`src/rtl/hazard_scoreboard_unit.sv`:
```
// Hazard scoreboard between ID and EX: per-register latency countdown for RAW/WAW
// stalls, a redirect-flush state machine covering fetch latency, and a stall counter.
module hazard_scoreboard_unit #(
  parameter int NREG        = 32,
  parameter int AW          = 5,
  parameter int LW          = 3,
  parameter int FLUSH_EXTRA = 0,
  parameter int CW          = 16
) (
  input  logic            clk,
  input  logic            rst_n,
  input  logic            id_valid,
  input  logic [AW-1:0]   id_rs1,
  input  logic [AW-1:0]   id_rs2,
  input  logic            id_rs1_used,
  input  logic            id_rs2_used,
  input  logic [AW-1:0]   id_rd,
  input  logic            id_we,
  input  logic [LW-1:0]   id_lat,
  input  logic            id_jump,
  input  logic            ex_redirect,
  output logic            stall_pc,
  output logic            stall_id,
  output logic            flush_if_id,
  output logic            flush_id_ex,
  output logic [NREG-1:0] pending,
  output logic [CW-1:0]   stall_cnt
);

  localparam int FW = (FLUSH_EXTRA > 0) ? $clog2(FLUSH_EXTRA + 1) : 1;

  typedef enum logic {
    IDLE  = 1'b0,
    FLUSH = 1'b1
  } state_t;

  state_t          state;
  logic [FW-1:0]   fcnt;
  logic [LW-1:0]   cnt [NREG];
  logic [NREG-1:0] pend;
  logic [CW-1:0]   stall_cnt_q;

  logic raw, waw, hz, flushing, stall, issue, sb_write, jump_flush;

  // Hazard detection works purely on the current countdown values.
  always_comb begin
    raw = id_valid & ((id_rs1_used & (cnt[id_rs1] != '0)) |
                      (id_rs2_used & (cnt[id_rs2] != '0)));
    // A slower producer still in flight must not be overtaken by a faster write.
    waw = id_valid & id_we & (id_rd != '0) & (cnt[id_rd] > id_lat);
    hz  = raw | waw;
  end

  assign flushing   = ex_redirect | (state == FLUSH);
  assign stall      = hz & ~flushing;
  assign issue      = id_valid & ~hz & ~ex_redirect & (state == IDLE);
  assign sb_write   = issue & id_we & (id_rd != '0) & (id_lat != '0);
  assign jump_flush = id_jump & id_valid & ~hz;

  // NOTE: the scoreboard array must be reset -- a stale nonzero count would
  // stall dependants forever after reset, unlike a data RAM that is written first.
  always_ff @(posedge clk) begin
    if (!rst_n) begin
      for (int r = 0; r < NREG; r++) cnt[r] <= '0;
    end else begin
      // NOTE: non-blocking assignments let the issue write below override the
      // decrement for the same entry; the last scheduled update wins.
      for (int r = 1; r < NREG; r++) begin
        if (cnt[r] != '0) cnt[r] <= cnt[r] - 1'b1;
      end
      if (sb_write) cnt[id_rd] <= id_lat;
    end
  end

  always_ff @(posedge clk) begin
    if (!rst_n) begin
      state <= IDLE;
      fcnt  <= '0;
    end else begin
      case (state)
        IDLE: begin
          if (ex_redirect && (FLUSH_EXTRA > 0)) begin
            state <= FLUSH;
            fcnt  <= FW'(FLUSH_EXTRA);
          end
        end
        FLUSH: begin
          if (ex_redirect) begin
            fcnt <= FW'(FLUSH_EXTRA);
          end else if (fcnt == FW'(1)) begin
            state <= IDLE;
            fcnt  <= '0;
          end else begin
            fcnt <= fcnt - 1'b1;
          end
        end
        default: begin
          state <= IDLE;
          fcnt  <= '0;
        end
      endcase
    end
  end

  always_ff @(posedge clk) begin
    if (!rst_n) begin
      stall_cnt_q <= '0;
    end else if (stall && (stall_cnt_q != '1)) begin
      stall_cnt_q <= stall_cnt_q + 1'b1;
    end
  end

  // NOTE: every always_comb output gets a default first so no latch is inferred.
  always_comb begin
    pend = '0;
    for (int r = 0; r < NREG; r++) pend[r] = (cnt[r] != '0);
  end

  // Outputs are forced low while reset is asserted, before the reset edge lands.
  assign stall_pc    = rst_n & stall;
  assign stall_id    = rst_n & stall;
  assign flush_id_ex = rst_n & (stall | flushing);
  assign flush_if_id = rst_n & (flushing | jump_flush);
  assign pending     = rst_n ? pend : '0;
  assign stall_cnt   = rst_n ? stall_cnt_q : '0;

endmodule

```
`config.mk`:
```
export PLATFORM = sky130hd
export DESIGN_NAME = hazard_scoreboard_unit
export DESIGN_NICKNAME = d
export VERILOG_FILES = /design/src/rtl/hazard_scoreboard_unit.sv
export SDC_FILE = /design/constraint.sdc
export NUM_CORES = 1
export LEC_CHECK = 0
export ABC_CLOCK_PERIOD_IN_PS = 5500
export CAP_MARGIN = 15
export CORE_UTILIZATION = 40
export DETAILED_ROUTE_END_ITERATION = 8
export PLACE_DENSITY = 0.64
export SLEW_MARGIN = 5
export SYNTH_ARGS = -nofsm -noshare
export SYNTH_HDL_FRONTEND = slang
export SYNTH_SLANG_ARGS = --single-unit
```
`constraint.sdc`:
```
create_clock -name clk -period 5.5 [get_ports clk]
set_input_delay 1.1 -clock clk [delete_from_list [all_inputs] [get_ports clk]]
set_output_delay 1.1 -clock clk [all_outputs]
set_load 0.03 [all_outputs]
```
### Word-level counts from Yosys, hierarchy flattened

Memories as Yosys holds them, arrays and structs flattened.
Cells that the tools add are included.

| word-level totals | value |
|---|---|
| bits in writable memories | 96 |
| input port bits | 26 |
| register bits after elaboration | 18 |
| word-level logic and storage cells | 397 |
| output and inout bits | 52 |
| memories | 1 |

Memories:

| name | words | width | read ports | clocked after Yosys merged registers in | wr ports | line | source |
|---|---|---|---|---|---|---|---|
| cnt | 32 | 3 | 35 | 0 | 32 | 39 | `logic [LW-1:0] cnt [NREG];` |

| operators by class | value |
|---|---|
| bitwise operators | 151 |
| $lt $le $gt $ge | 1 |
| mux-type cells | 137 |
| eq/ne operators | 32 |
| reduce and logical (&&, ||, !) cells | 39 |
| $add $sub $neg | 33 |

Operators by type and width:

| operator | number |
|---|---|
| $eq 5x5->1 const A | 31 |
| $reduce_bool 3->1 | 35 |
| $mux 1 | 102 |
| $mux 3 | 32 |
| $sub 3x1->3 const B | 31 |
| $and 1x1->1 | 80 |
| $or 1x1->1 | 36 |
| $not 1->1 | 35 |
| $mux 32 | 1 |
| $add 16x1->16 const B | 1 |
| $mux 16 | 1 |
| $ne 16x16->1 const B | 1 |
| $mux 5 | 1 |
| $reduce_bool 5->1 | 1 |
| $gt 3x3->1 | 1 |
| $reduce_or 3->1 | 1 |
| $reduce_and 2->1 | 1 |
| $logic_and 1x1->1 | 1 |
| $sub 1x1->1 const B | 1 |

### Depth between registers and ports, before layout

Gate-level depths: netlist of the first run.
An unclocked memory read counts as a cell.

| depth | value |
|---|---|
| depth in word-level cells | 19 |
| gate-level depth with buffers | 16 |
| depth with buffers taken out | 11 |

### Least setup slack after synthesis of the first run

Ideal clock, no wire load.

| timing | value |
|---|---|
| kind | input-to-output |
| from | input id_rd[0] |
| to | output stall_pc |
| arrival | 5.027 ns |
| slack | -0.627 ns |
| required time | 4.400 ns |
| buffers on the path | 3 |
| stages | 12 |
| cell sequence | buf_1 > buf_1 > mux4_2 > a22oi_1 > o221ai_1 > ha_1 > nor2b_1 > o21ai_0 > a221oi_1 > a21oi_1 > nor4_1 > buf_4 |

| between the ends | value |
|---|---|
| word-level cells in the longest chain between the ends | 6 |
| elaborated cells between the ends (all ways) | 8 |
| those cells by class | order compare (1); bitwise (5); reduce/logical (1); memory (1) |

Ends and longest elaborated chain:

| item | line | source |
|---|---|---|
| start: declaration | 17 | `input logic [AW-1:0] id_rd,` |
| $mem_v2 32x3 / $reduce_bool 5->1 (equally long branches) | - |  |
| $gt 3x3->1 / $and 1x1->1 (equally long branches) | 50 | `waw = id_valid & id_we & (id_rd != '0) & (cnt[id_rd] > id_lat);` |
| $and 1x1->1 (*) | 50 |  |
| $or 1x1->1 (*) | 51 | `hz = raw \| waw;` |
| $and 1x1->1 (*) | 55 | `assign stall = hz & ~flushing;` |
| $and 1x1->1 (*) | - |  |
| end: declaration | 22 | `output logic stall_pc,` |

Every way passes the cells marked *; elsewhere a longest branch is shown, timed or not.

### Worst setup path after layout of the first run

| timing | value |
|---|---|
| from | input id_rd[3] |
| to | output flush_if_id |

| between the ends | value |
|---|---|
| word-level cells in the longest chain between the ends | 8 |
| elaborated cells between the ends (all ways) | 10 |
| those cells by class | order compare (1); bitwise (7); reduce/logical (1); memory (1) |

Ends and longest elaborated chain:

| item | line | source |
|---|---|---|
| $mem_v2 32x3 / $reduce_bool 5->1 (equally long branches) | - |  |
| $gt 3x3->1 / $and 1x1->1 (equally long branches) | 50 |  |
| $and 1x1->1 (*) | 50 |  |
| $or 1x1->1 (*) | 51 |  |
| $not 1->1 (*) | 58 | `assign jump_flush = id_jump & id_valid & ~hz;` |
| $and 1x1->1 (*) | 58 |  |
| $or 1x1->1 (*) | 123 | `assign flush_if_id = rst_n & (flushing \| jump_flush);` |
| $and 1x1->1 (*) | 123 |  |
| end: declaration | 24 | `output logic flush_if_id,` |

Marks and branches as above.

==> results of run 1 <==
==> power by group <==
part,internal (mW),total [mW],switching (mW)
sequential,1.40,1.82,0.425
clock,0.729,1.13,0.404
combinational,1.08,2.32,1.24
total,3.21,5.27,2.07
==> layer usage <==
layer,global-route usage,vias up
li1,-,3741
met1,0.314,3908
met2,0.377,356
met3,0.0460,44
met4,0.0800,0
met5,0,-
==> state kept, by name (all words and copies together), names as in the netlist <==
| name | count |
|---|---|
| cnt | 96 |
| fcnt | 1 |
| stall_cnt_q | 16 |
| state | 1 |
==> path summary, 6_finish.rpt <==
kind	slack [ns]	depth (start not counted)	end	startpoint
max	0.28	13	flush_if_id	id_rd[3]
min	0.46	1	state	fcnt
max reg2reg	1.51	12	cnt[19][2]	cnt[17][1]
min reg2reg	0.46	1	state	fcnt
==> cell families after synthesis <==
| kind of cell | share of synthesized area |
|---|---|
| flip-flops | 0.336 |
| XOR/XNOR | 0.0281 |
| AND/OR/NAND/NOR | 0.190 |
| AO/OA/AOI/OAI | 0.0923 |
| adder cells (fa/ha/maj) | 0.0855 |
| other | 0.000388 |
| buffers and inverters | 0.0823 |
| multiplexers | 0.186 |
==> worst max-delay path, delay by kind of cell <==
kind	cells	cell delay, ns
and+or+nand+nor	3	0.53
AOI/OAI and AO/OA	5	0.83
adders and majority gates	1	0.30
buffers and inverters	4	1.34
==> placed cells by master, fill, tap and decap left out, types with 8 or more instances in the layout <==
cell / instances
sky130_fd_sc_hd__nor3_1: 28
sky130_fd_sc_hd__xnor2_1: 17
sky130_fd_sc_hd__mux2_2: 60
sky130_fd_sc_hd__xor2_1: 14
sky130_fd_sc_hd__ha_1: 66
sky130_fd_sc_hd__a21oi_1: 26
sky130_fd_sc_hd__a221oi_1: 8
sky130_fd_sc_hd__nor2_1: 97
sky130_fd_sc_hd__mux2i_1: 32
sky130_fd_sc_hd__nand4b_1: 12
sky130_fd_sc_hd__or4_1: 9
sky130_fd_sc_hd__nand3_1: 18
sky130_fd_sc_hd__and2_1: 17
sky130_fd_sc_hd__o21ai_0: 33
sky130_fd_sc_hd__clkbuf_16: 21
sky130_fd_sc_hd__nand2_1: 33
sky130_fd_sc_hd__edfxtp_1: 96
sky130_fd_sc_hd__nor2b_1: 10
sky130_fd_sc_hd__o31ai_1: 11
sky130_fd_sc_hd__dfxtp_1: 18
sky130_fd_sc_hd__and4_1: 10
sky130_fd_sc_hd__buf_4: 52
sky130_fd_sc_hd__clkdlybuf4s50_1: 70
sky130_fd_sc_hd__nand4_1: 16
sky130_fd_sc_hd__mux2_4: 12
sky130_fd_sc_hd__nand2b_1: 26
sky130_fd_sc_hd__mux4_2: 27
sky130_fd_sc_hd__nor4_1: 13
sky130_fd_sc_hd__inv_1: 120
==> area by class of cell <==
class                           count  share of cell area
Clock buffer                       27              0.0508
Timing Repair Buffer              129               0.104
Clock inverter                      5             0.00271
Tap cell                          319              0.0346
Inverter                          121              0.0393
Sequential cell                   114               0.281
Multi-Input combinational cell    686               0.488
==> impl_results.md, run 1 <==
- Min Tclk post-route: 5.22 ns
- Total clock buffers created by CTS: 17
- Number of antenna violations at the first check in global routing: 0
- Top_reg_cell synth: sky130_fd_sc_hd__edfxtp_1
- Fraction of the core area covered by cells at the end of the flow: 0.491
- Number of enable flip-flop cells after synthesis: 96
- Worst endpoint data arrival time: 4.12 ns
- Buffers inserted during post-CTS setup optimization: 0
- Starting density of the core: 0.410
- First-pass GRT wire length: 44.0 mm
- Register area share after synthesis: 0.336
- Antenna Nets Post-Route: 0
- Static leakage power: 4.83 nW
- Slew @ Worst Pin: 0.829 ns
- Maximum frequency from static timing analysis: 192 MHz
- Clock Skew: 0.00769 ns
- Normalized max-slew margin: 0.443
- CTS H-tree lvls: 4
- Nets: 1161
- Result of the run: complete, no violations
- Count of placed standard cells including taps: 1368
- Sequential cell area: 3240 µm²
- Count of hold buffers inserted by post-cts repair: 0
- HPWL reported at the end of detailed placement: 20.4 mm
- Setup crit end kind: output port
- Fraction of post-synthesis cell area in the top cell type by area: 0.299
- Count of endpoints failing hold in the final timing report: 0
- Top fanout value on the critical path: 11
- Fill cells: 2164
- GRT Residual Overflow: 0
- IO Count: 78
- Max Buffers Root-to-Sink: 2
- Cell variety after synth: 70
- Gate count of the mapped netlist: 982
- Violation count after the first detailed-routing iteration: 799
- Met2 Wirelength: 13.2 mm
- Total vias in the final route: 8049
- Number of standard-cell rows in the floorplan: 56
- Worst hold slack: 0.458 ns
- Routed wire length: 28.3 mm
- Vias in the first global route: 7848
- Crit path setup slack, layout: 0.279 ns
- Total die area: 24800 µm²
- Crit share post-route: 0.949
- Die X-Extent: 157 µm
- Antenna cells: 0
- Multi-input logic area: 5640 µm²
- Fraction of layout instances using a drive strength above 1: 0.192
- Wl on met1: 12.2 mm
- Crit path largest cell delay: 0.78 ns
- Yosys Warn Count: 0
- Clock transition at path regs: 0.05 ns
- Final instance count without filler cells: 1401
- Startpoint class of the critical path: input pin
- Last weighted congestion value of the routability-driven placer: 0.947
- Area leader, netlist: sky130_fd_sc_hd__edfxtp_1
- Final setup violation count: 0
- Fin area: 11500 µm²
- Most frequent cell after synthesis: sky130_fd_sc_hd__inv_1
- Critical path data required time: 4.40 ns
- Drt via density: 5.75
- GR Util All Layers: 0.235
- Setup TNS: 0 ns
- Routed wl met3: 2.27 mm
- Clock network latency to the later pin of the worst-skew pair: 0.42 ns
- Die extent in y: 157 µm
- Highest routing layer actually used: met4
- Setup WS pre-CTS: 0.142 ns
- Residual DRC count: 0
- Area growth from synthesis to final layout: 19.6%
- Sequence of cells on the critical path: clkdlybuf4s50_1 > inv_1 > a221oi_1 > o221ai_1 > ha_1 > nor2b_1 > o21ai_0 > a221oi_1 > buf_4 > and3b_4 > nand3_1 > a21oi_2 > buf_4
- Routed len/inst: 20.2 µm
- Number of register bits inferred by synthesis: 114
- Sink Count: 114
- Class of the tightest hold or removal check: flip-flop to flip-flop
- Total power after layout: 5.27 mW
- Port bufs: 77
- TritonCTS clock tree: done
- Core footprint: 23500 µm²
- Pin count of the biggest net entering global routing: 59
- Worst-case vdd ir drop: 336 µV
- Synth top area cells: sky130_fd_sc_hd__edfxtp_1 (30%), sky130_fd_sc_hd__ha_1 (8.6%), sky130_fd_sc_hd__mux2_2 (7.0%)
- Number of gates given a new drive strength after cts: 0
- Commonest cells in the synthesized netlist: sky130_fd_sc_hd__inv_1 (121), sky130_fd_sc_hd__nor2_1 (97), sky130_fd_sc_hd__edfxtp_1 (96), sky130_fd_sc_hd__ha_1 (66), sky130_fd_sc_hd__mux2_2 (60)
- Count of final max-slew check failures: 0
- Synthesized area per cell: 9.83 µm²
- Fraction of registers with async set or reset after synthesis: 0
- Highest-delay cell along the critical path: sky130_fd_sc_hd__clkdlybuf4s50_1
- Clock root buffer master: sky130_fd_sc_hd__clkbuf_16
- Power density of the placed cells: 457 nW/µm²
- Number of iterations in the first detailed-routing pass: 5
- Worst setup path category: input pin to output port
- RSZ-0062 raised after global routing: no
- # Max-Cap Violations: 0
- Post-synthesis instance area: 9660 µm²
- Placement Cell Area: 10900 µm²
Power figures use the tool's default switching activity.
==> run 2: changes to the inputs <==
--- a/config.mk
+++ b/config.mk
@@ -5,11 +5,11 @@
 export SDC_FILE = /design/constraint.sdc
 export NUM_CORES = 1
 export LEC_CHECK = 0
-export ABC_CLOCK_PERIOD_IN_PS = 5500
+export ABC_CLOCK_PERIOD_IN_PS = 5700
 export CAP_MARGIN = 15
-export CORE_UTILIZATION = 40
+export CORE_UTILIZATION = 36
 export DETAILED_ROUTE_END_ITERATION = 8
-export PLACE_DENSITY = 0.64
+export PLACE_DENSITY = 0.57
 export SLEW_MARGIN = 5
 export SYNTH_ARGS = -nofsm -noshare
 export SYNTH_HDL_FRONTEND = slang
==> constraint.sdc (replaced) <==
create_clock -name clk -period 5.7 [get_ports clk]
set_input_delay 1.14 -clock clk [delete_from_list [all_inputs] [get_ports clk]]
set_output_delay 1.14 -clock clk [all_outputs]
set_load 0.03 [all_outputs]
==> run 2 against run 1 <==
Net effect:
- the run now ends with DRC left
- sequential share of layout area rose by 0.34 points
- worst setup slack got worse by 0.15 ns
- clock power barely moved
- count of clock-buffer cells in the layout fell by 1
- wire length fell by 2.2%
- critical endpoint unchanged
- non-clock buffer count fell by 20
- highest routed layer unchanged
- cell area fell by 1.2%
- via count fell by 2.9%
==> impl_results.md, run 2 (synthesized netlist as in run 1, its figures left out) <==
- Violations in the final reports: DRC
- Highest-count cells in the layout ignoring fill and taps: sky130_fd_sc_hd__inv_1 (120), sky130_fd_sc_hd__nor2_1 (97), sky130_fd_sc_hd__edfxtp_1 (96)
- Most common cell after layout, fill and taps aside: sky130_fd_sc_hd__inv_1
- Sink Count: 114 (unchanged)
- Slew @ Worst Pin: 0.981 ns (+0.152 ns)
- Max Buffers Root-to-Sink: 2 (unchanged)
- IO Count: 78 (unchanged)
- Worst endpoint data arrival time: 4.43 ns (+0.31 ns)
- Count of final max-slew check failures: 0 (unchanged)
- Die X-Extent: 166 µm (+5.3%)
- Fill cells: 2528 (+17%)
- Crit path setup slack, layout: 0.132 ns (-0.147 ns)
- Critical path data required time: 4.56 ns (+0.16 ns)
- Count of placed standard cells including taps: 1365 (-0.22%)
- Max FFs per register: 96 (unchanged)
- Last weighted congestion value of the routability-driven placer: 0.952 (+0.56%)
- Buffers inserted during post-CTS setup optimization: 0 (unchanged)
- Clock transition at path regs: 0.05 ns (about the same)
- Final setup violation count: 0 (unchanged)
- Largest registers: cnt (96), stall_cnt_q (16)
- TritonCTS clock tree: done
- Starting density of the core: 0.368 (-0.0417)
- Category of cells accounting for the largest share of critical-path delay: buffers and inverters
- Most common cell on crit path: sky130_fd_sc_hd__buf_4
- Clock network latency to the later pin of the worst-skew pair: 0.42 ns (about the same)
- Total clock buffers created by CTS: 17 (unchanged)
- Total die area: 27500 µm² (+11%)
- Biggest register: cnt
- Worst reg2reg setup slack: 1.68 ns (+0.17 ns)
- Setup crit end kind: output port
- Maximum frequency from static timing analysis: 180 MHz
- # Max-Cap Violations: 0 (unchanged)
- First-pass GRT wire length: 43.9 mm (-0.25%)
- Number of gates given a new drive strength after cts: 0 (unchanged)
- Highest-delay cell along the critical path: sky130_fd_sc_hd__mux4_2
- Static leakage power: 4.72 nW (-2.3%)
- Die extent in y: 166 µm (+5.3%)
- GR Util All Layers: 0.206 (-0.0290)
- RSZ-0062 raised after global routing: no
- Total vias in the final route: 7816 (-2.9%)
- Number of antenna violations at the first check in global routing: 1 (+1)
- Buffers and inverters on the worst path: 4 (unchanged)
- Worst setup path category: input pin to output port
- Crit share post-route: 0.977
- Vias in the first global route: 7710 (-1.8%)
- HPWL reported at the end of detailed placement: 20.1 mm (-1.5%)
- Power density of the placed cells: 444 nW/µm² (-2.8%)
- Number of standard-cell rows in the floorplan: 59 (+5.4%)
- CTS H-tree lvls: 4 (unchanged)
- GRT Residual Overflow: 0 (unchanged)
- Count of hold buffers inserted by post-cts repair: 0 (unchanged)
- Routed wire length: 27.7 mm (-2.2%)
- Setup TNS: 0 ns (unchanged)
- Antenna Nets Post-Route: 0 (unchanged)
- Startpoint class of the critical path: input pin
- Worst-case vdd ir drop: 203 µV (-40%)
- Area growth from synthesis to final layout: 18.2%
- Routed len/inst: 19.8 µm (-2.0%)
- Drt via density: 5.59 (-2.7%)
- Normalized max-slew margin: 0.345 (-0.0981)
- Port bufs: 77 (unchanged)
- Nets: 1141 (-1.7%)
- Class of the tightest hold or removal check: flip-flop to flip-flop
- Top fanout value on the critical path: 41 (+30)
- Crit path largest cell delay: 0.53 ns (-0.25 ns)
- Final instance count without filler cells: 1398 (-0.21%)
- Clock root buffer master: sky130_fd_sc_hd__clkbuf_16
- Setup WS pre-CTS: 0.167 ns (+0.0257 ns)
- Count of endpoints failing hold in the final timing report: 0 (unchanged)
- Result of the run: complete, but fails checks
- Number of iterations in the first detailed-routing pass: 9 (+4)
- Residual DRC count: 14 (+14)
- Sequence of cells on the critical path: clkdlybuf4s50_1 > buf_12 > mux4_2 > a32oi_1 > o221ai_1 > ha_1 > nor2b_1 > o21ai_0 > a221oi_1 > buf_4 > and3b_4 > nand3_1 > a21oi_2 > buf_4
- Min Tclk post-route: 5.57 ns
- Clock Skew: 0.00821 ns (+0.000520 ns)
- Pin count of the biggest net entering global routing: 59 (unchanged)
- Core footprint: 26200 µm² (+11%)
- Fraction of layout instances using a drive strength above 1: 0.176 (-0.0162)
- Violation count after the first detailed-routing iteration: 685 (-14%)
[run 2: final cells by class]
type                       instances  area [µm²]  share of cell area
multi-input combinational        686        5640               0.494
sequential                       114        3240               0.284
timing repair buffer             109        1040              0.0912
clock buffer                      26         586              0.0513
inverter                         121         454              0.0398
tap                              335         419              0.0367
clock inverter                     6        31.3             0.00274
antenna                            1        2.50            0.000219
[run 2: final timing paths]
path / from / to / cells past startpoint
setup reg to reg: cnt[6][1] / cnt[19][1] / 12
hold reg to reg: fcnt / state / 1
hold / removal: fcnt / state / 1
setup / recovery: id_rd[1] / flush_if_id / 14
[run 2: worst reg2reg max path, delay by kind of cell, from the launching register on]
kind	cells	cell delay (ns)
AOI/OAI and AO/OA	4	0.89
adders and majority gates	1	0.31
buffers and inverters	2	0.40
DFF	1	0.47
muxes	1	0.52
and+or+nand+nor	4	1.14
[run 2: stage by stage]
stage	hold slack, ns	utilization	total power, mW	instance area [µm²]
4_1_cts	0.447	0.435	5.08	11400
3_5_place_dp	0.439	0.412	3.96	10800
6_report	0.445	0.436	5.06	11400
3_3_place_gp	0.427	0.412	3.92	10800
2_1_floorplan	0.417	-	3.28	9680
5_1_grt	0.457	0.435	5.42	11400
[run 2: metal layers]
layer,vias up,track usage,share of wire
met3,44,0.0443,0.073
met1,3789,0.279,0.45
li1,3705,-,-
met2,278,0.325,0.45
met5,-,0,0
met4,0,0.0691,0.023
[run 2: report_power, final]
part           internal (mW)  leakage (nW)  total, mW  switching (mW)
Clock                  0.706         0.312       1.10           0.393
Sequential              1.35          1.20       1.75           0.401
Combinational           1.04          3.20       2.22            1.18
Total                   3.09          4.72       5.06            1.97
==> run 3: changes to the inputs <==
--- a/config.mk
+++ b/config.mk
@@ -5,7 +5,7 @@
 export SDC_FILE = /design/constraint.sdc
 export NUM_CORES = 1
 export LEC_CHECK = 0
-export ABC_CLOCK_PERIOD_IN_PS = 5700
+export ABC_CLOCK_PERIOD_IN_PS = 6410
 export CAP_MARGIN = 15
 export CORE_UTILIZATION = 36
 export DETAILED_ROUTE_END_ITERATION = 8
==> constraint.sdc (replaced) <==
create_clock -name clk -period 6.41 [get_ports clk]
set_input_delay 1.282 -clock clk [delete_from_list [all_inputs] [get_ports clk]]
set_output_delay 1.282 -clock clk [all_outputs]
set_load 0.03 [all_outputs]
==> run 3 against run 2 <==
Net effect:
- the run still ends with DRC left
- first-iteration DRC count shrank 5.7%
- worst setup slack gained 0.23 ns
- wire length shrank 0.41%
- clock power shrank 13%
- die area is the same
- power shrank 12%
- register-to-register slack gained 0.35 ns
- clock skew grew 0.0057 ns
- count of clock-buffer cells in the layout shrank 9
- largest cell class unchanged
==> impl_results.md, run 3 (synthesized netlist as in run 1, its figures left out) <==
- Result of the run: complete, but fails checks
- Violations in the final reports: DRC
- GR peak layer: met2
- Number of antenna violations at the first check in global routing: 0 (-1)
- Clock Skew: 0.0139 ns (+0.00568 ns)
- Critical path data required time: 5.13 ns (+0.57 ns)
- HP Start: fcnt
- Clock root buffer master: sky130_fd_sc_hd__clkbuf_16
- Maximum frequency from static timing analysis: 165 MHz
- Area growth from synthesis to final layout: 16.6%
- Routed wire length: 27.5 mm (-0.41%)
- Clock network latency to the later pin of the worst-skew pair: 0.43 ns (about the same)
- HPWL reported at the end of detailed placement: 19.9 mm (-1.1%)
- Crit path largest cell delay: 0.55 ns (+0.02 ns)
- Worst endpoint data arrival time: 4.77 ns (+0.34 ns)
- Worst setup path start: id_rd[0]
- Residual DRC count: 5 (-9)
- Largest registers: cnt (96), stall_cnt_q (16)
- Count of hold buffers inserted by post-cts repair: 0 (unchanged)
- Number of gates given a new drive strength after cts: 0 (unchanged)
- Setup TNS: 0 ns (unchanged)
- Max FFs per register: 96 (unchanged)
- Core footprint: 26200 µm² (unchanged)
- Count of endpoints failing hold in the final timing report: 0 (unchanged)
- Count of final max-slew check failures: 0 (unchanged)
- First-pass GRT wire length: 43.2 mm (-1.6%)
- # Max-Cap Violations: 0 (unchanged)
- Number of iterations in the first detailed-routing pass: 7 (-2)
- Max Buffers Root-to-Sink: 2 (unchanged)
- Sequential cell area: 3240 µm² (unchanged)
- Final setup violation count: 0 (unchanged)
- Routing usage on met2: 0.321 (-0.00405)
- Sequence of cells on the critical path: buf_2 > buf_4 > mux4_2 > a32oi_1 > o221ai_1 > ha_1 > nand3_1 > nand3_1 > a221oi_1 > buf_4 > and3b_4 > nand3_1 > a21oi_1 > buf_4
- Slew @ Worst Pin: 0.973 ns (-0.00743 ns)
- Nets: 1129 (-1.1%)
- Worst setup path category: input pin to output port
- Total vias in the final route: 7884 (+0.87%)
- CTS H-tree lvls: 4 (unchanged)
- Top fanout value on the critical path: 26 (-37%)
- Starting density of the core: 0.368 (unchanged)
- Total clock buffers created by CTS: 17 (unchanged)
- Buffers and inverters on the worst path: 4 (unchanged)
- R2R Path Start: cnt[31][1]
- Min Tclk post-route: 6.05 ns
- Clock transition at path regs: 0.06 ns (about the same)
- Number of standard-cell rows in the floorplan: 59 (unchanged)
- TritonCTS clock tree: done
- Antenna Nets Post-Route: 0 (unchanged)
- Drt via density: 5.69 (+1.8%)
- Last weighted congestion value of the routability-driven placer: 0.943 (-0.93%)
- IO Count: 78 (unchanged)
- Fraction of layout instances using a drive strength above 1: 0.168 (-0.00846)
- Placement Cell Area: 10700 µm² (-1.1%)
- Routed len/inst: 19.9 µm (+0.53%)
- Highest-count cells in the layout ignoring fill and taps: sky130_fd_sc_hd__inv_1 (120), sky130_fd_sc_hd__nor2_1 (97), sky130_fd_sc_hd__edfxtp_1 (96)
- Class of the tightest hold or removal check: flip-flop to flip-flop
- Fill cells: 2554 (+1.0%)
- Die extent in y: 166 µm (unchanged)
- Buffers inserted during post-CTS setup optimization: 0 (unchanged)
- RSZ-0062 raised after global routing: no
- Port bufs: 77 (unchanged)
- Setup crit end kind: output port
- GR Util All Layers: 0.203 (-0.00239)
- Biggest register: cnt
- Power density of the placed cells: 397 nW/µm² (-11%)
- Multi-input logic area: 5630 µm² (about the same)
- Violation count after the first detailed-routing iteration: 646 (-5.7%)
- Category of cells accounting for the largest share of critical-path delay: buffers and inverters
- Worst reg2reg setup slack: 2.03 ns (+0.35 ns)
- Most common cell after layout, fill and taps aside: sky130_fd_sc_hd__inv_1
- Crit share post-route: 0.944
- Total die area: 27500 µm² (unchanged)
- Worst-case vdd ir drop: 134 µV (-34%)
- Static leakage power: 4.60 nW (-2.4%)
- Normalized max-slew margin: 0.351 (+0.00591)
- GR met1 Demand/Resource: 0.278 (-0.000488)
- Met3 demand-to-capacity share in global routing: 0.0427 (-0.00167)
- Startpoint class of the critical path: input pin
- Antenna cells: 0 (-1)
- Pin count of the biggest net entering global routing: 92 (+56%)
- Fin area: 11300 µm² (-1.3%)
- GRT Residual Overflow: 0 (unchanged)
- Sink Count: 114 (unchanged)
- Vias in the first global route: 7649 (-0.79%)
- Highest-delay cell along the critical path: sky130_fd_sc_hd__buf_2
- Die X-Extent: 166 µm (unchanged)
## run 3: cell count changes in the layout (fill, tap and decap cells not counted), moves of 3 or more
cell | previous run | this run
sky130_fd_sc_hd__inv_6 | 0 | 3
sky130_fd_sc_hd__clkbuf_16 | 22 | 17
sky130_fd_sc_hd__clkinv_2 | 5 | 2
sky130_fd_sc_hd__clkinvlp_4 | 0 | 6
sky130_fd_sc_hd__buf_4 | 32 | 22
## run 3: layout make-up
cell class              count  share of cell area
clock buffers              17              0.0378
well taps                 335              0.0372
inverters                 121              0.0403
clock inverters            15              0.0141
multi-input cells         686               0.500
repair buffers             97              0.0822
flip-flops and latches    114               0.288
## run 3: through the flow
step,hold slack [ns],power [mW],cells,util,setup slack [ns]
6_report,0.442,4.47,1385,0.430,0.361
5_1_grt,0.463,4.77,1385,0.430,0.0696
4_1_cts,0.446,4.48,1385,0.430,0.389
3_5_place_dp,0.440,3.51,1353,0.407,0.406
3_3_place_gp,0.442,3.48,1353,0.407,0.447
2_1_floorplan,0.417,2.92,984,-,0.112
## run 3: path summary, 6_finish.rpt
check,cells past startpoint,end
max,14,flush_if_id
min,1,state
max reg2reg,13,cnt[18][0]
min reg2reg,1,state
## run 3: metal layers
layer	share of wire	wire (µm)	up-vias
met1	0.46	12600	3858
met4	0.017	480	0
met5	0	0	-
met2	0.46	12600	300
met3	0.070	1930	40
li1	-	-	3686
## run 3: power breakdown
group / internal, mW / leakage, nW / switching, mW
clock network: 0.574 / 0.268 / 0.380
logic: 0.914 / 3.13 / 1.03
registers: 1.20 / 1.20 / 0.367
